<file path="src/rtl/id_stage_pipe_pkg.sv">
// Shared definitions for the ID stage: default parameter values, opcode
// constants, ALUOp encodings, the control bundle and the main decoder.
package id_stage_pipe_pkg;

  localparam int XLEN_DEF = 32;
  localparam int NREG_DEF = 32;

  localparam logic [5:0] OP_RTYPE = 6'b000000;
  localparam logic [5:0] OP_LW    = 6'b100011;
  localparam logic [5:0] OP_SW    = 6'b101011;
  localparam logic [5:0] OP_BEQ   = 6'b000100;
  localparam logic [5:0] OP_ADDI  = 6'b001000;

  typedef enum logic [1:0] {
    ALU_ADD   = 2'b00,
    ALU_SUB   = 2'b01,
    ALU_FUNCT = 2'b10
  } aluop_e;

  typedef struct packed {
    logic   alu_src;
    logic   reg_dst;
    logic   branch;
    logic   mem_read;
    logic   mem_write;
    logic   reg_write;
    logic   mem_to_reg;
    aluop_e alu_op;
  } ctrl_t;

  function automatic ctrl_t decode(input logic [5:0] op);
    ctrl_t c;
    c = '0;
    case (op)
      OP_RTYPE: begin
        c.reg_dst   = 1'b1;
        c.reg_write = 1'b1;
        c.alu_op    = ALU_FUNCT;
      end
      OP_LW: begin
        c.alu_src    = 1'b1;
        c.mem_read   = 1'b1;
        c.reg_write  = 1'b1;
        c.mem_to_reg = 1'b1;
      end
      OP_SW: begin
        c.alu_src   = 1'b1;
        c.mem_write = 1'b1;
      end
      OP_BEQ: begin
        c.branch = 1'b1;
        c.alu_op = ALU_SUB;
      end
      OP_ADDI: begin
        c.alu_src   = 1'b1;
        c.reg_write = 1'b1;
      end
      default: c = '0;
    endcase
    return c;
  endfunction

  // Opcodes that actually consume the Rt field as a source operand.
  function automatic logic uses_rt(input logic [5:0] op);
    return (op == OP_RTYPE) || (op == OP_SW) || (op == OP_BEQ);
  endfunction

endpackage

</file>
<file path="src/rtl/id_stage_pipe_regfile.sv">
// id_regfile: NREG x XLEN register file, register 0 hardwired to zero.
// Ports: clk/rst (sync, active-high), we/wa/wd write port,
//        ra1/ra2 read addresses, rd1/rd2 combinational read data with
//        write-through bypass from the write port.
module id_regfile #(
  parameter int XLEN = 32,
  parameter int NREG = 32,
  parameter int RAW  = $clog2(NREG)
) (
  input  logic            clk,
  input  logic            rst,
  input  logic            we,
  input  logic [RAW-1:0]  wa,
  input  logic [XLEN-1:0] wd,
  input  logic [RAW-1:0]  ra1,
  input  logic [RAW-1:0]  ra2,
  output logic [XLEN-1:0] rd1,
  output logic [XLEN-1:0] rd2
);

  logic [XLEN-1:0] mem_q [NREG];
  logic [XLEN-1:0] mem_d [NREG];
  logic            wr_en;

  assign wr_en = we && (wa != '0);

  always_comb begin
    mem_d = mem_q;
    if (wr_en) mem_d[wa] = wd;
  end

  always_ff @(posedge clk) begin
    if (rst) mem_q <= '{default: '0};
    else     mem_q <= mem_d;
  end

  // Bypass never hits r0 because wr_en excludes address 0.
  assign rd1 = (wr_en && (wa == ra1)) ? wd : mem_q[ra1];
  assign rd2 = (wr_en && (wa == ra2)) ? wd : mem_q[ra2];

endmodule

</file>
<file path="src/rtl/id_stage_pipe.sv">
// id_stage_pipe: instruction decode stage and ID/EX pipeline register.
// Inputs: IF/ID instruction (valid, PC, inst), write-back port, EX_flush.
// Outputs: ID_stall (combinational load-use stall), registered ID/EX
//          fields: valid, PC, operands, immediate, Rs/Rt/Rd and controls.
module id_stage_pipe
  import id_stage_pipe_pkg::*;
#(
  parameter int XLEN = XLEN_DEF,
  parameter int NREG = NREG_DEF,
  parameter int RAW  = $clog2(NREG)
) (
  input  logic            IFtoID_clk,
  input  logic            IFtoID_rst,
  input  logic            IFtoID_valid,
  input  logic [XLEN-1:0] IFtoID_PC,
  input  logic [31:0]     IFtoID_inst,
  input  logic            WB_RegWrite,
  input  logic [RAW-1:0]  WB_WR,
  input  logic [XLEN-1:0] WB_WD,
  input  logic            EX_flush,
  output logic            ID_stall,
  output logic            IDtoEX_valid,
  output logic [XLEN-1:0] IDtoEX_PC,
  output logic [XLEN-1:0] IDtoEX_ReadData1,
  output logic [XLEN-1:0] IDtoEX_ReadData2,
  output logic [XLEN-1:0] IDtoEX_Imm,
  output logic [RAW-1:0]  IDtoEX_Rs,
  output logic [RAW-1:0]  IDtoEX_Rt,
  output logic [RAW-1:0]  IDtoEX_Rd,
  output logic            IDtoEX_ALUSrc,
  output logic            IDtoEX_RegDst,
  output logic            IDtoEX_Branch,
  output logic            IDtoEX_MemRead,
  output logic            IDtoEX_MemWrite,
  output logic            IDtoEX_RegWrite,
  output logic            IDtoEX_MemtoReg,
  output logic [1:0]      IDtoEX_ALUOp
);

  logic [5:0]      opcode;
  logic [RAW-1:0]  rs, rt, rd;
  logic [XLEN-1:0] rdata1, rdata2, imm;
  logic            hazard;

  logic            valid_q, valid_d;
  logic [XLEN-1:0] pc_q, pc_d, rd1_q, rd1_d, rd2_q, rd2_d, imm_q, imm_d;
  logic [RAW-1:0]  rs_q, rs_d, rt_q, rt_d, rd_q, rd_d;
  ctrl_t           ctrl_q, ctrl_d;

  assign opcode = IFtoID_inst[31:26];
  assign rs     = RAW'(IFtoID_inst[25:21]);
  assign rt     = RAW'(IFtoID_inst[20:16]);
  assign rd     = RAW'(IFtoID_inst[15:11]);
  assign imm    = XLEN'($signed(IFtoID_inst[15:0]));

  id_regfile #(.XLEN(XLEN), .NREG(NREG), .RAW(RAW)) u_regfile (
    .clk (IFtoID_clk),
    .rst (IFtoID_rst),
    .we  (WB_RegWrite),
    .wa  (WB_WR),
    .wd  (WB_WD),
    .ra1 (rs),
    .ra2 (rt),
    .rd1 (rdata1),
    .rd2 (rdata2)
  );

  assign hazard = IFtoID_valid && valid_q && ctrl_q.mem_read && (rt_q != '0) &&
                  ((rt_q == rs) || ((rt_q == rt) && uses_rt(opcode)));

  assign ID_stall = hazard && !EX_flush;

  always_comb begin
    valid_d = valid_q;
    pc_d    = pc_q;
    rd1_d   = rd1_q;
    rd2_d   = rd2_q;
    imm_d   = imm_q;
    rs_d    = rs_q;
    rt_d    = rt_q;
    rd_d    = rd_q;
    ctrl_d  = ctrl_q;
    if (EX_flush || hazard) begin
      // Bubble: data fields hold, only valid and controls drop.
      valid_d = 1'b0;
      ctrl_d  = '0;
    end else begin
      valid_d = IFtoID_valid;
      pc_d    = IFtoID_PC;
      rd1_d   = rdata1;
      rd2_d   = rdata2;
      imm_d   = imm;
      rs_d    = rs;
      rt_d    = rt;
      rd_d    = rd;
      ctrl_d  = IFtoID_valid ? decode(opcode) : '0;
    end
  end

  always_ff @(posedge IFtoID_clk) begin
    if (IFtoID_rst) begin
      valid_q <= 1'b0;
      pc_q    <= '0;
      rd1_q   <= '0;
      rd2_q   <= '0;
      imm_q   <= '0;
      rs_q    <= '0;
      rt_q    <= '0;
      rd_q    <= '0;
      ctrl_q  <= '0;
    end else begin
      valid_q <= valid_d;
      pc_q    <= pc_d;
      rd1_q   <= rd1_d;
      rd2_q   <= rd2_d;
      imm_q   <= imm_d;
      rs_q    <= rs_d;
      rt_q    <= rt_d;
      rd_q    <= rd_d;
      ctrl_q  <= ctrl_d;
    end
  end

  assign IDtoEX_valid     = valid_q;
  assign IDtoEX_PC        = pc_q;
  assign IDtoEX_ReadData1 = rd1_q;
  assign IDtoEX_ReadData2 = rd2_q;
  assign IDtoEX_Imm       = imm_q;
  assign IDtoEX_Rs        = rs_q;
  assign IDtoEX_Rt        = rt_q;
  assign IDtoEX_Rd        = rd_q;
  assign IDtoEX_ALUSrc    = ctrl_q.alu_src;
  assign IDtoEX_RegDst    = ctrl_q.reg_dst;
  assign IDtoEX_Branch    = ctrl_q.branch;
  assign IDtoEX_MemRead   = ctrl_q.mem_read;
  assign IDtoEX_MemWrite  = ctrl_q.mem_write;
  assign IDtoEX_RegWrite  = ctrl_q.reg_write;
  assign IDtoEX_MemtoReg  = ctrl_q.mem_to_reg;
  assign IDtoEX_ALUOp     = ctrl_q.alu_op;

endmodule

</file>
<file path="config.mk">
export PLATFORM = sky130hd
export DESIGN_NAME = id_stage_pipe
export DESIGN_NICKNAME = d
export VERILOG_FILES = /design/src/rtl/id_stage_pipe_pkg.sv /design/src/rtl/id_stage_pipe_regfile.sv /design/src/rtl/id_stage_pipe.sv
export SDC_FILE = /design/constraint.sdc
export NUM_CORES = 2
export LEC_CHECK = 0
export ABC_AREA = 1
export CAP_MARGIN = 25
export CORE_MARGIN = 4
export CORE_UTILIZATION = 50
export DETAILED_ROUTE_END_ITERATION = 10
export PLACE_DENSITY = 0.68
export SLEW_MARGIN = 10
export SYNTH_ARGS = -nofsm -noshare
export SYNTH_HDL_FRONTEND = slang
export SYNTH_HIERARCHICAL = 1
export SYNTH_SLANG_ARGS = --single-unit
</file>
<file path="constraint.sdc">
create_clock -name IFtoID_clk -period 5 [get_ports IFtoID_clk]
set_clock_uncertainty 0.05 [all_clocks]
set_input_delay 1 -clock IFtoID_clk [delete_from_list [all_inputs] [get_ports IFtoID_clk]]
set_output_delay 1 -clock IFtoID_clk [all_outputs]
set_load 0.02 [all_outputs]
</file>
==> flow_metrics.tcl <==
set metrics [dict create \
    synth_largest_area_cell "sky130_fd_sc_hd__dfxtp_1" \
    global_route.overflow_total 0 \
    ios 260 \
    drc 0 \
    portBuffers 259 \
    firstDrtPassIters 9 \
    yosys.cell_count.top_type "sky130_fd_sc_hd__nand2_1" \
    yosys.area_share.xor_xnor_pct 0.1669 \
    drt_iter0_markers 12022 \
    tritoncts "yes" \
    area_enclosed_by_the_die_boundary_um2 131700 \
    postSynthNetCount 10475 \
    clock-root-buffer "sky130_fd_sc_hd__clkbuf_16" \
    cts_hold_buf 0 \
    fin_total_pwr_mw 22.77 \
    post_synth_inst_count 10369 \
    critical_path_required_ns 3.95 \
    worst-r2r-setup-slack_ns 2.33 \
    power.density_nw_per_um2 325.9 \
    synth.area.top_cells "sky130_fd_sc_hd__dfxtp_1 (37%), sky130_fd_sc_hd__nand2_1 (27%), sky130_fd_sc_hd__nand3_1 (14%), sky130_fd_sc_hd__a21oi_1 (8.1%), sky130_fd_sc_hd__buf_2 (2.7%)" \
    seqCellArea_um2 23120 \
    netlist.area_leader.share_pct 36.72 \
    initial_utilization_pct 50.60 \
    route.detailed.vias_per_inst 6.096 \
    hp_class "reg2reg" \
    fin_hold_ws_ns 0.3898 \
    critical_path_endpoint "ID_stall" \
    antenna_found_initial 9 \
    synth_compound_gate_area_share_pct 8.920 \
    min_delay_path_depth 2 \
    grt.total_usage_pct 40.35 \
    proportion_of_layout_cells_with_a_drive_suffix_above_1_pct 5.589 \
    row_count 129 \
    cts_max_level 4 \
    worstSetupStartpointType "primary input" \
    finish.utilization_pct 56.13 \
    layout-area-overhead-vs-synth_pct 10.93 \
    part_of_the_yosys_area_used_for_sequential_elements_pct 36.72 \
    setup.worst_path.end_class "output pin" \
    clk_pin_slew_ns 0.06 \
    synth_enable_flop_cells 0 \
    netlist_top_cells_count "sky130_fd_sc_hd__nand2_1 (4,599), sky130_fd_sc_hd__nand3_1 (1,822), sky130_fd_sc_hd__dfxtp_1 (1,155)" \
    final.period_utilization_pct 81.76 \
    detail_route.wl_per_cell_um 23.76 \
    synth_cell_types 32 \
    fin_crit_ns 4.088 \
    yosys.area_share.simple_pct 45.47 \
    path_class "in2out" \
    multi_input_comb_area_um2 34400 \
    mappedNetlistArea_um2 62960 \
    clkSinkCount 1155 \
    count_of_endpoints_failing_setup_in_the_final_report 0 \
    first_global_vias 64863 \
    hold_viol_final 0 \
    crit-reg2reg-launch "IDtoEX_Rt[4]" \
    gp_congestion 0.9866 \
    drt_wl_total_mm 278.8 \
    slew-limit-headroom_pct 16.00 \
    yosys_warnings 6 \
    timing.rr.end "IDtoEX_ALUSrc" \
    timing.final.max_slew_violations 0 \
    tritoncts.num_buffers 135 \
    tightestPinTransition_ns 1.256 \
    final_net_count 10093 \
    chipWidth_um 362.9 \
    synth.mux.area_fraction_pct 0 \
    timing.critical_path.from "IFtoID_inst[29]" \
    max-cap-violations 0 \
    setup_repair_after_global_routing_missed_its_margin "false" \
    number_of_flip_flops_and_latches_in_the_synthesized_netlist 1155 \
    num-fill-cells 12093 \
    post_cts.repair.setup_buffers 0 \
    routed-via-count 71522 \
    grt_max_degree 246 \
    postPlaceCellArea_um2 65040 \
    leakagePower_nw 25.58 \
    dpl.hpwl_mm 155.4 \
    run_status "finished, final reports clean" \
    irDropWorstVdd_v 0.0003283 \
    grt_first_pass_wirelength_mm 408.3 \
    cp_data_arrival_time_ns 3.04 \
    post_cts_resized 0 \
    clkLatencyLatePin_ns 0.79 \
    clock.fmax_mhz 244.6 \
    ctsLongestPathBuffers 3 \
    syn-mean-instance-area_um2 6.072 \
    reg2regPathDepth 7 \
    top_reg_cell_synth "sky130_fd_sc_hd__dfxtp_1" \
    worstPathMaxFanout 4 \
    setup-tns-final_ns 0 \
    synth_async_sr_flop_share_pct 0 \
    layout.cell_area.non_filler_um2 69850 \
    ant_nets 0 \
    combinational_family_with_the_most_area_after_synthesis "simple AND/OR/NAND/NOR gates" \
    design.core.area_um2 124400 \
    die_height_um 362.9 \
    synth-adder-area-share_pct 0 \
]
==> power breakdown <==
group          switching, mW  internal [mW]  total (mW)
sequential            0.0962           9.34        9.44
clock                   4.20           6.09        10.3
combinational           2.25          0.790        3.04
total                   6.54           16.2        22.8
==> cells in the final DEF (no fill, tap or decap), types with 10 or more instances in the layout <==
cell type | Yosys | layout
sky130_fd_sc_hd__nor2_4 | 22 | 30
sky130_fd_sc_hd__buf_2 | 334 | 16
sky130_fd_sc_hd__nor2_1 | 335 | 335
sky130_fd_sc_hd__inv_2 | 51 | 47
sky130_fd_sc_hd__bufinv_16 | 0 | 10
sky130_fd_sc_hd__a21oi_1 | 1018 | 1018
sky130_fd_sc_hd__o21ai_0 | 22 | 22
sky130_fd_sc_hd__clkbuf_8 | 0 | 30
sky130_fd_sc_hd__clkdlybuf4s50_1 | 0 | 234
sky130_fd_sc_hd__buf_12 | 0 | 45
sky130_fd_sc_hd__inv_1 | 208 | 205
sky130_fd_sc_hd__clkbuf_1 | 440 | 30
sky130_fd_sc_hd__a211oi_2 | 21 | 21
sky130_fd_sc_hd__a211oi_1 | 17 | 17
sky130_fd_sc_hd__nand3_1 | 1822 | 1822
sky130_fd_sc_hd__nand3_2 | 22 | 22
sky130_fd_sc_hd__nor3_1 | 72 | 72
sky130_fd_sc_hd__buf_4 | 57 | 136
sky130_fd_sc_hd__nand2_1 | 4599 | 4599
sky130_fd_sc_hd__clkbuf_16 | 0 | 140
sky130_fd_sc_hd__dfxtp_1 | 1155 | 1155
sky130_fd_sc_hd__clkinv_2 | 0 | 20
sky130_fd_sc_hd__inv_6 | 0 | 11
==> stage by stage <==
stage / setup WS [ns] / cells
after floorplan: 1.829 / 10369
after global placement: 0.9350 / 11472
after detailed placement: 0.9079 / 11476
after CTS: 0.9052 / 11717
after global routing: 0.7997 / 11728
final: 0.9118 / 11732
==> state kept, by name, indices dropped and copies added, names as in the netlist <==
register and cells:
IDtoEX_ReadData1 32, IDtoEX_RegWrite 1, u_regfile/mem_q 1024, IDtoEX_MemWrite 1, IDtoEX_MemtoReg 1, IDtoEX_Imm 16, IDtoEX_ReadData2 32, IDtoEX_Rt 5
IDtoEX_valid 1, IDtoEX_ALUOp 2, IDtoEX_Rs 5, IDtoEX_Branch 1, IDtoEX_PC 32, IDtoEX_ALUSrc 1, IDtoEX_RegDst 1
==> worst min path at each step <==
stage | start | to | slack [ns]
2_1_floorplan | u_regfile/mem_q[1000] | u_regfile/mem_q[1000] | 0.37
3_3_place_gp | u_regfile/mem_q[1018] | u_regfile/mem_q[1018] | 0.37
3_5_place_dp | u_regfile/mem_q[1018] | u_regfile/mem_q[1018] | 0.38
4_1_cts | u_regfile/mem_q[1018] | u_regfile/mem_q[1018] | 0.39
5_1_grt | u_regfile/mem_q[1018] | u_regfile/mem_q[1018] | 0.41
6_report | u_regfile/mem_q[1018] | u_regfile/mem_q[1018] | 0.39
==> kinds of logic (layout without fill, tap and decap cells) <==
kind of cell | Yosys count | count (layout)
other cells | 0 | 4
xor+xnor | 12 | 12
simple gates | 6892 | 6892
flops | 1155 | 1155
buf+inv | 1229 | 951
compound gates | 1081 | 1081
==> layer usage <==
metal  track usage [%]  up-vias  part of all wire, %
met2             56.30     5354                   40
met3             15.01     1012                   16
met5            0.9804        -                0.070
li1                  -    32433                    -
met4             26.26       14                  6.9
met1             51.92    32709                   37
==> cell type report <==
| type | instances | share of cell area [%] |
|---|---|---|
| clock buffer | 200 | 5.768 |
| tap | 1637 | 2.932 |
| sequential | 1155 | 33.10 |
| antenna | 4 | 0.01433 |
| timing repair buffer | 448 | 6.718 |
| inverter | 262 | 1.487 |
| multi-input combinational | 7985 | 49.26 |
| clock inverter | 41 | 0.7201 |
==> worst max-delay path: stages <==
cell                              delay (ns)
sky130_fd_sc_hd__clkdlybuf4s50_1        0.52
sky130_fd_sc_hd__inv_2                  0.07
sky130_fd_sc_hd__nor2_2                 0.08
sky130_fd_sc_hd__nand3_1                0.12
sky130_fd_sc_hd__nand2_1                0.11
sky130_fd_sc_hd__nand2_1                0.08
sky130_fd_sc_hd__o21ai_2                0.24
sky130_fd_sc_hd__nand2_8                0.11
sky130_fd_sc_hd__nor2_1                 0.10
sky130_fd_sc_hd__clkdlybuf4s50_1        0.61
No activity file was read; power rests on OpenSTA's default activity.
